File: config.mk
export PLATFORM = sky130hd
export DESIGN_NAME = alu_accumulator
export DESIGN_NICKNAME = d
export VERILOG_FILES = /design/src/rtl/alu_accumulator.sv
export SDC_FILE = /design/constraint.sdc
export NUM_CORES = 1
export LEC_CHECK = 0
export CORE_MARGIN = 8
export CORE_UTILIZATION = 42
export CTS_CLUSTER_DIAMETER = 60
export CTS_CLUSTER_SIZE = 20
export DETAILED_ROUTE_END_ITERATION = 12
export GPL_ROUTABILITY_DRIVEN = 0
export PLACE_DENSITY = 0.77
export SYNTH_ARGS = -nofsm -noshare
export SYNTH_HDL_FRONTEND = slang
export SYNTH_SLANG_ARGS = --single-unit
File: constraint.sdc
create_clock -name clk_i -period 1.78 [get_ports clk_i]
set_clock_uncertainty 0.05 [all_clocks]
set_input_delay 0.445 -clock clk_i [delete_from_list [all_inputs] [get_ports clk_i]]
set_output_delay 0.445 -clock clk_i [all_outputs]
set_load 0.1 [all_outputs]
File: src/rtl/alu_accumulator.sv
`default_nettype none
`timescale 1ns/1ps
// ============================================================================
// Module      : alu_accumulator
// Description : Accumulator/sequencer around an external carry-ripple adder.
//               Build option ALU_SUB_EN enables the SUB/SBC opcodes.
// Revision    : 1.0 - initial release
// ============================================================================
module alu_accumulator #(
    parameter int DATA_W = 4
) (
    input  logic              clk_i,
    input  logic              rst_n_i,
    input  logic              op_valid_i,
    output logic              op_ready_o,
    input  logic [2:0]        op_code_i,
    input  logic [DATA_W-1:0] operand_i,
    output logic [DATA_W-1:0] add_a_o,
    output logic [DATA_W-1:0] add_b_o,
    output logic              add_carry_o,
    input  logic [DATA_W-1:0] add_sum_i,
    input  logic              add_carry_i,
    output logic [DATA_W-1:0] acc_o,
    output logic              flag_c_o,
    output logic              flag_z_o,
    output logic              done_o,
    output logic              err_o
);

    localparam logic [2:0] c_OP_NOP = 3'b000;
    localparam logic [2:0] c_OP_LDA = 3'b001;
    localparam logic [2:0] c_OP_ADD = 3'b010;
    localparam logic [2:0] c_OP_ADC = 3'b011;
    localparam logic [2:0] c_OP_SUB = 3'b100;
    localparam logic [2:0] c_OP_SBC = 3'b101;
    localparam logic [2:0] c_OP_CLR = 3'b110;

    typedef enum logic [1:0] {
        S_IDLE = 2'd0,
        S_EXEC = 2'd1,
        S_DONE = 2'd2
    } state_t;

    state_t              r_state;
    state_t              w_state_nxt;
    logic [2:0]          r_op_code;
    logic [DATA_W-1:0]   r_operand;
    logic [DATA_W-1:0]   r_acc_snap;
    logic [DATA_W-1:0]   r_acc;
    logic                r_c;
    logic                r_z;
    logic                r_err;

    logic                w_acc_we;
    logic [DATA_W-1:0]   w_acc_nxt;
    logic                w_c_we;
    logic                w_c_nxt;
    logic                w_illegal;

    always_ff @(posedge clk_i) begin
        if (!rst_n_i) begin
            r_state <= S_IDLE;
        end else begin
            r_state <= w_state_nxt;
        end
    end

    always_comb begin
        w_state_nxt = r_state;
        op_ready_o  = 1'b0;
        done_o      = 1'b0;
        err_o       = 1'b0;
        case (r_state)
            S_IDLE: begin
                op_ready_o = 1'b1;
                if (op_valid_i) begin
                    w_state_nxt = S_EXEC;
                end
            end
            S_EXEC: begin
                w_state_nxt = S_DONE;
            end
            S_DONE: begin
                done_o      = 1'b1;
                err_o       = r_err;
                w_state_nxt = S_IDLE;
            end
            default: begin
                w_state_nxt = S_IDLE;
            end
        endcase
    end

    // Result selection; opcodes without a case arm are illegal and write nothing.
    always_comb begin
        w_acc_we  = 1'b0;
        w_acc_nxt = r_acc;
        w_c_we    = 1'b0;
        w_c_nxt   = r_c;
        w_illegal = 1'b0;
        case (r_op_code)
            c_OP_NOP: begin
            end
            c_OP_LDA: begin
                w_acc_we  = 1'b1;
                w_acc_nxt = r_operand;
            end
            c_OP_ADD, c_OP_ADC
`ifdef ALU_SUB_EN
            , c_OP_SUB, c_OP_SBC
`endif
            : begin
                w_acc_we  = 1'b1;
                w_acc_nxt = add_sum_i;
                w_c_we    = 1'b1;
                w_c_nxt   = add_carry_i;
            end
            c_OP_CLR: begin
                w_acc_we  = 1'b1;
                w_acc_nxt = '0;
                w_c_we    = 1'b1;
                w_c_nxt   = 1'b0;
            end
            default: begin
                w_illegal = 1'b1;
            end
        endcase
    end

    always_ff @(posedge clk_i) begin
        if (!rst_n_i) begin
            r_op_code  <= c_OP_NOP;
            r_operand  <= '0;
            r_acc_snap <= '0;
            r_acc      <= '0;
            r_c        <= 1'b0;
            r_z        <= 1'b1;
            r_err      <= 1'b0;
        end else begin
            if ((r_state == S_IDLE) && op_valid_i) begin
                r_op_code  <= op_code_i;
                r_operand  <= operand_i;
                r_acc_snap <= r_acc;
            end
            if (r_state == S_EXEC) begin
                r_err <= w_illegal;
                if (w_acc_we) begin
                    r_acc <= w_acc_nxt;
                    r_z   <= (w_acc_nxt == '0);
                end
                if (w_c_we) begin
                    r_c <= w_c_nxt;
                end
            end
        end
    end

    // Adder drive comes only from the latched operation, never the live request.
    always_comb begin
        add_a_o     = r_acc_snap;
        add_b_o     = r_operand;
        add_carry_o = 1'b0;
        case (r_op_code)
            c_OP_ADC: add_carry_o = r_c;
`ifdef ALU_SUB_EN
            c_OP_SUB: begin
                add_b_o     = ~r_operand;
                add_carry_o = 1'b1;
            end
            c_OP_SBC: begin
                add_b_o     = ~r_operand;
                add_carry_o = r_c;
            end
`endif
            default: add_carry_o = 1'b0;
        endcase
    end

    assign acc_o    = r_acc;
    assign flag_c_o = r_c;
    assign flag_z_o = r_z;

endmodule
`default_nettype wire

### After elaboration in Yosys (flattened, before gate mapping)

Index checks and enable logic that the tools add are counted.

* add/subtract/negate cells: 0
* multipliers: 0
* div/mod/pow operators: 0
* $lt $le $gt $ge: 0
* eq/ne operators: 7
* shift operators: 0
* multiplexer cells: 11
* bitwise gates (word level): 0
* reduce and logical (&&, ||, !) cells: 11

Operator list (count)
* case mux 4 bit (3 select lines): 1
* two-way mux 1 bit: 7
* == test 3 x 2 -> 1 bit (second input constant): 2
* OR reduction 5 bit: 1
* zero test 4 bit: 1
* case mux 2 bit (2 select lines): 1
* OR reduction 4 bit: 1
* == test 3 x 1 -> 1 bit (second input constant): 1
* == test 3 bit (second input constant): 1
* zero test 3 bit: 1
* AND reduction 3 bit: 1
* OR reduction 3 bit: 1
* == test 2 x 1 -> 1 bit (second input constant): 1
* == test 2 bit (second input constant): 1
* zero test 2 bit: 1
* two-way mux 2 bit: 1
* != test 2 bit (second input constant): 1
* case mux 1 bit (2 select lines): 1
* AND reduction 2 bit: 1
* nonzero test 2 bit: 1
* OR reduction 2 bit: 1
* logical AND 1 bit: 1

* flip-flop bits (word level): 20
* bits in latches: 0
* bits in writable memories: 0
* bits in read-only memories: 0
* input port bits: 15
* output and inout bits: 18
* logic and storage cells: 37
* memories kept: 0

### Longest topological paths before layout

* word-level depth: 4
* mapped depth: 5
* mapped depth without buffers: 4

### Worst setup path after synthesis

Ideal clock, no wire load.

* kind: register -> output
* start: register r_state[1]
* end: output err_o
* data arrival time: 2.631 ns
* required time: 1.285 ns
* slack: -1.346 ns
* cell stages (with the launch flop): 3
* path buffers: 0
* path through: dfxtp_1 > nor2b_1 > and2_1

* cells in the longest elaborated chain, start to end: 2

Ends and longest elaborated chain
* from (decl): RTL line 44 `state_t r_state;`
* from (signal assigned): RTL line 64 `r_state <= w_state_nxt;`
* == test 2 bit: RTL line 73 `case (r_state)`
* two-way mux 1 bit: RTL line 73
* to (decl): RTL line 27 `output logic err_o`

No other way between the ends.

### Worst setup path after layout

* start: register r_op_code[1]
* end: output add_carry_o

* cells in the longest elaborated chain, start to end: 2

Ends and longest elaborated chain
* from (decl): RTL line 46 `logic [2:0] r_op_code;`
* from (signal assigned): RTL line 132 `r_op_code <= c_OP_NOP;`
* from (signal assigned): RTL line 141 `r_op_code <= op_code_i;`
* == test 3 x 2 -> 1 bit: RTL line 163 `case (r_op_code)`
* two-way mux 1 bit: RTL line 163
* to (decl): RTL line 20 `output logic add_carry_o,`

No other way between the ends.

==> out/qor.yml <==
outcome: "finished clean"
syn_inst: 109
max_freq_mhz: 574.8
min_period_ns: 1.740
dp_hpwl_mm: 1.831
place_area_um2: 1404
hold_path_depth: 2
reg2reg_to: "flag_z_o$_SDFFE_PN1P_"
wl_per_cell_um: 14.78
cts_max_level: 1
antenna_left: 0
synth_area_leaders: "dfxtp_1 47%, nand2_1 14%, a21oi_1 11%"
cts_hold_buf: 0
drtIter0Drc: 37
ff2ff_path_depth: 4
clk_latency_ns: 0.30
setup_viol: 0
cts_max_path_buffers: 2
r2r_start: "r_state[0]$_SDFFE_PN0P_"
grt_max_degree: 20
critPathLaunchType: "flip-flop"
power.density_nw_per_um2: 663.6
coreArea_um2: 1942
ys_warn_count: 0
min_period_over_period_pct: 97.73
synth_cell_types: 29
die_area_um2: 3734
syn_to_final_growth_pct: 70.72
seq_area_um2: 407.9
synth_nets: 124
ir_drop_v: 0.0005114
synth_top_area_cell: "dfxtp_1"
antenna_cells: 0
clockRootBuffer: "clkbuf_4"
multi_input_area_um2: 447.9
grt_use_total_pct: 14.24
first_pass_iters: 4
rows: 16
r2r_slack_ns: 0.24
numCtsBuffers: 3
grt_antenna_before_repair: 0
maxCapViolations: 0
drc: 0
slew_headroom_pct: 72.27
drive_gt1_share_pct: 25.87
dp_worst_setup_slack_ns: 0.02213
syn_area_um2: 854.6
clock_sinks: 20
hold_violations: 0
tightest_slew_ns: 0.4149
start_util_pct: 44.01
die_w_um: 61.11
hold_path_class: "flip-flop to flip-flop"
crit_fanout: 8
totalWireLength_mm: 2.512
total_power_mw: 0.9682
worstSetupEndpointType: "primary output"
whs_endpoint: "r_err$_SDFFE_PN0P_"
final_util_pct: 75.13
die_y_um: 61.11
n_fill_cell: 135
via_per_inst: 5.359
grt_pass1_vias: 889
fin_ws_ns: 0.04032
mostFrequentLayoutCell: "nand2_1"
min_from: "r_err$_SDFFE_PN0P_"
cp.arrival_ns: 1.24
synth_top_cell_area_share_pct: 46.85
io_pins: 33
fin_area_um2: 1459
required_ns: 1.28
clk_pin_slew_ns: 0.11
overflow: 0
tritoncts: "yes"
yosysSeqAreaShare_pct: 46.85
nets: 160
setup_tns_ns: 0
avgSynthCellArea_um2: 7.840
layout_common_cells: "32 x nand2_1, 19 x buf_12, 18 x a21oi_1, 16 x dfxtp_1, 14 x clkdlybuf4s50_1"
maxSlewViolCount: 0
worstSetupPathType: "flip-flop to primary output"
ys_ff_latch: 20
crit_start: "r_op_code[1]$_SDFFE_PN0P_"
grt_pass1_wl_mm: 4.036
cellLeakagePower_nw: 0.5518
port_buffers: 32
vias: 911
-- repair_timing --
item                       CTS  global route
setup endpoints to repair    1             2
resized for setup            5             2
cloned                       0             0
setup buffers                0             2
-- layout make-up --
| class | count | share of cell area, % |
|---|---|---|
| timing repair buffer | 35 | 36.71 |
| multi-input combinational | 82 | 30.70 |
| inverter | 3 | 0.7719 |
| tap | 27 | 2.316 |
| clock buffer | 3 | 1.544 |
| sequential | 20 | 27.96 |
-- kinds of logic after synthesis --
kind of cell / after synthesis / share of synthesized area [%]
DFF: 20 / 46.85
AOI/OAI and AO/OA: 28 / 20.35
buffers and inverters: 7 / 3.514
and+or+nand+nor: 54 / 29.28
-- metal layers --
layer  track usage [%]  up-vias  part of all wire, %
li1                  -      440                    -
met1             14.92      419                   37
met2             26.12       47                   54
met3             3.549        5                  7.1
met4             5.980        0                  1.3
met5                 0        -                    0
-- synthesized netlist by cell type, drive strengths merged --
library cell,number
o21a,1
o211a,1
a32o,1
inv,3
and3,1
nor2,5
o21ai,1
o22ai,1
a21o,1
clkbuf,2
nand2b,3
nand3b,1
a21oi,18
and2b,1
or3,1
o31ai,1
a32oi,1
dfxtp,20
nor2b,4
buf,2
o221ai,1
o211ai,1
nor3,2
nand3,2
and2,2
nand2,32
-- state kept, by name, summed over array words and instances, names as in the netlist --
name       flops
add_a_o        4
r_err          1
flag_z_o       1
flag_c_o       1
r_op_code      3
acc_o          4
add_b_o        4
r_state        2
-- stage by stage --
step | cells | hold slack, ns
detailed placement | 165 | 0.3966
global route | 170 | 0.4386
floorplan | 109 | 0.3772
global placement | 165 | 0.3883
finish | 170 | 0.4071
CTS | 168 | 0.4115
-- worst max-delay path by stage --
stage                              endpoint  slack [ns]  depth (start not counted)
finish                          add_carry_o        0.04                          3
global route                    add_carry_o      -0.004                          3
CTS                             add_carry_o        0.02                          3
detailed placement    flag_z_o$_SDFFE_PN1P_        0.02                          4
global placement      flag_z_o$_SDFFE_PN1P_        0.05                          4
floorplan           add_a_o[0]$_SDFFE_PN0P_       -0.23                          5
-- power breakdown --
part	internal, mW	switching [mW]
clock network	0.0791	0.136
registers	0.464	0.0263
logic	0.110	0.153
-- worst max-delay path, stage by stage (launching register included) --
cell and delay [ns]:
dfxtp_4 0.40, nor2b_4 0.17, and3_4 0.20, buf_12 0.17
No activity file was read; power rests on OpenSTA's default activity.
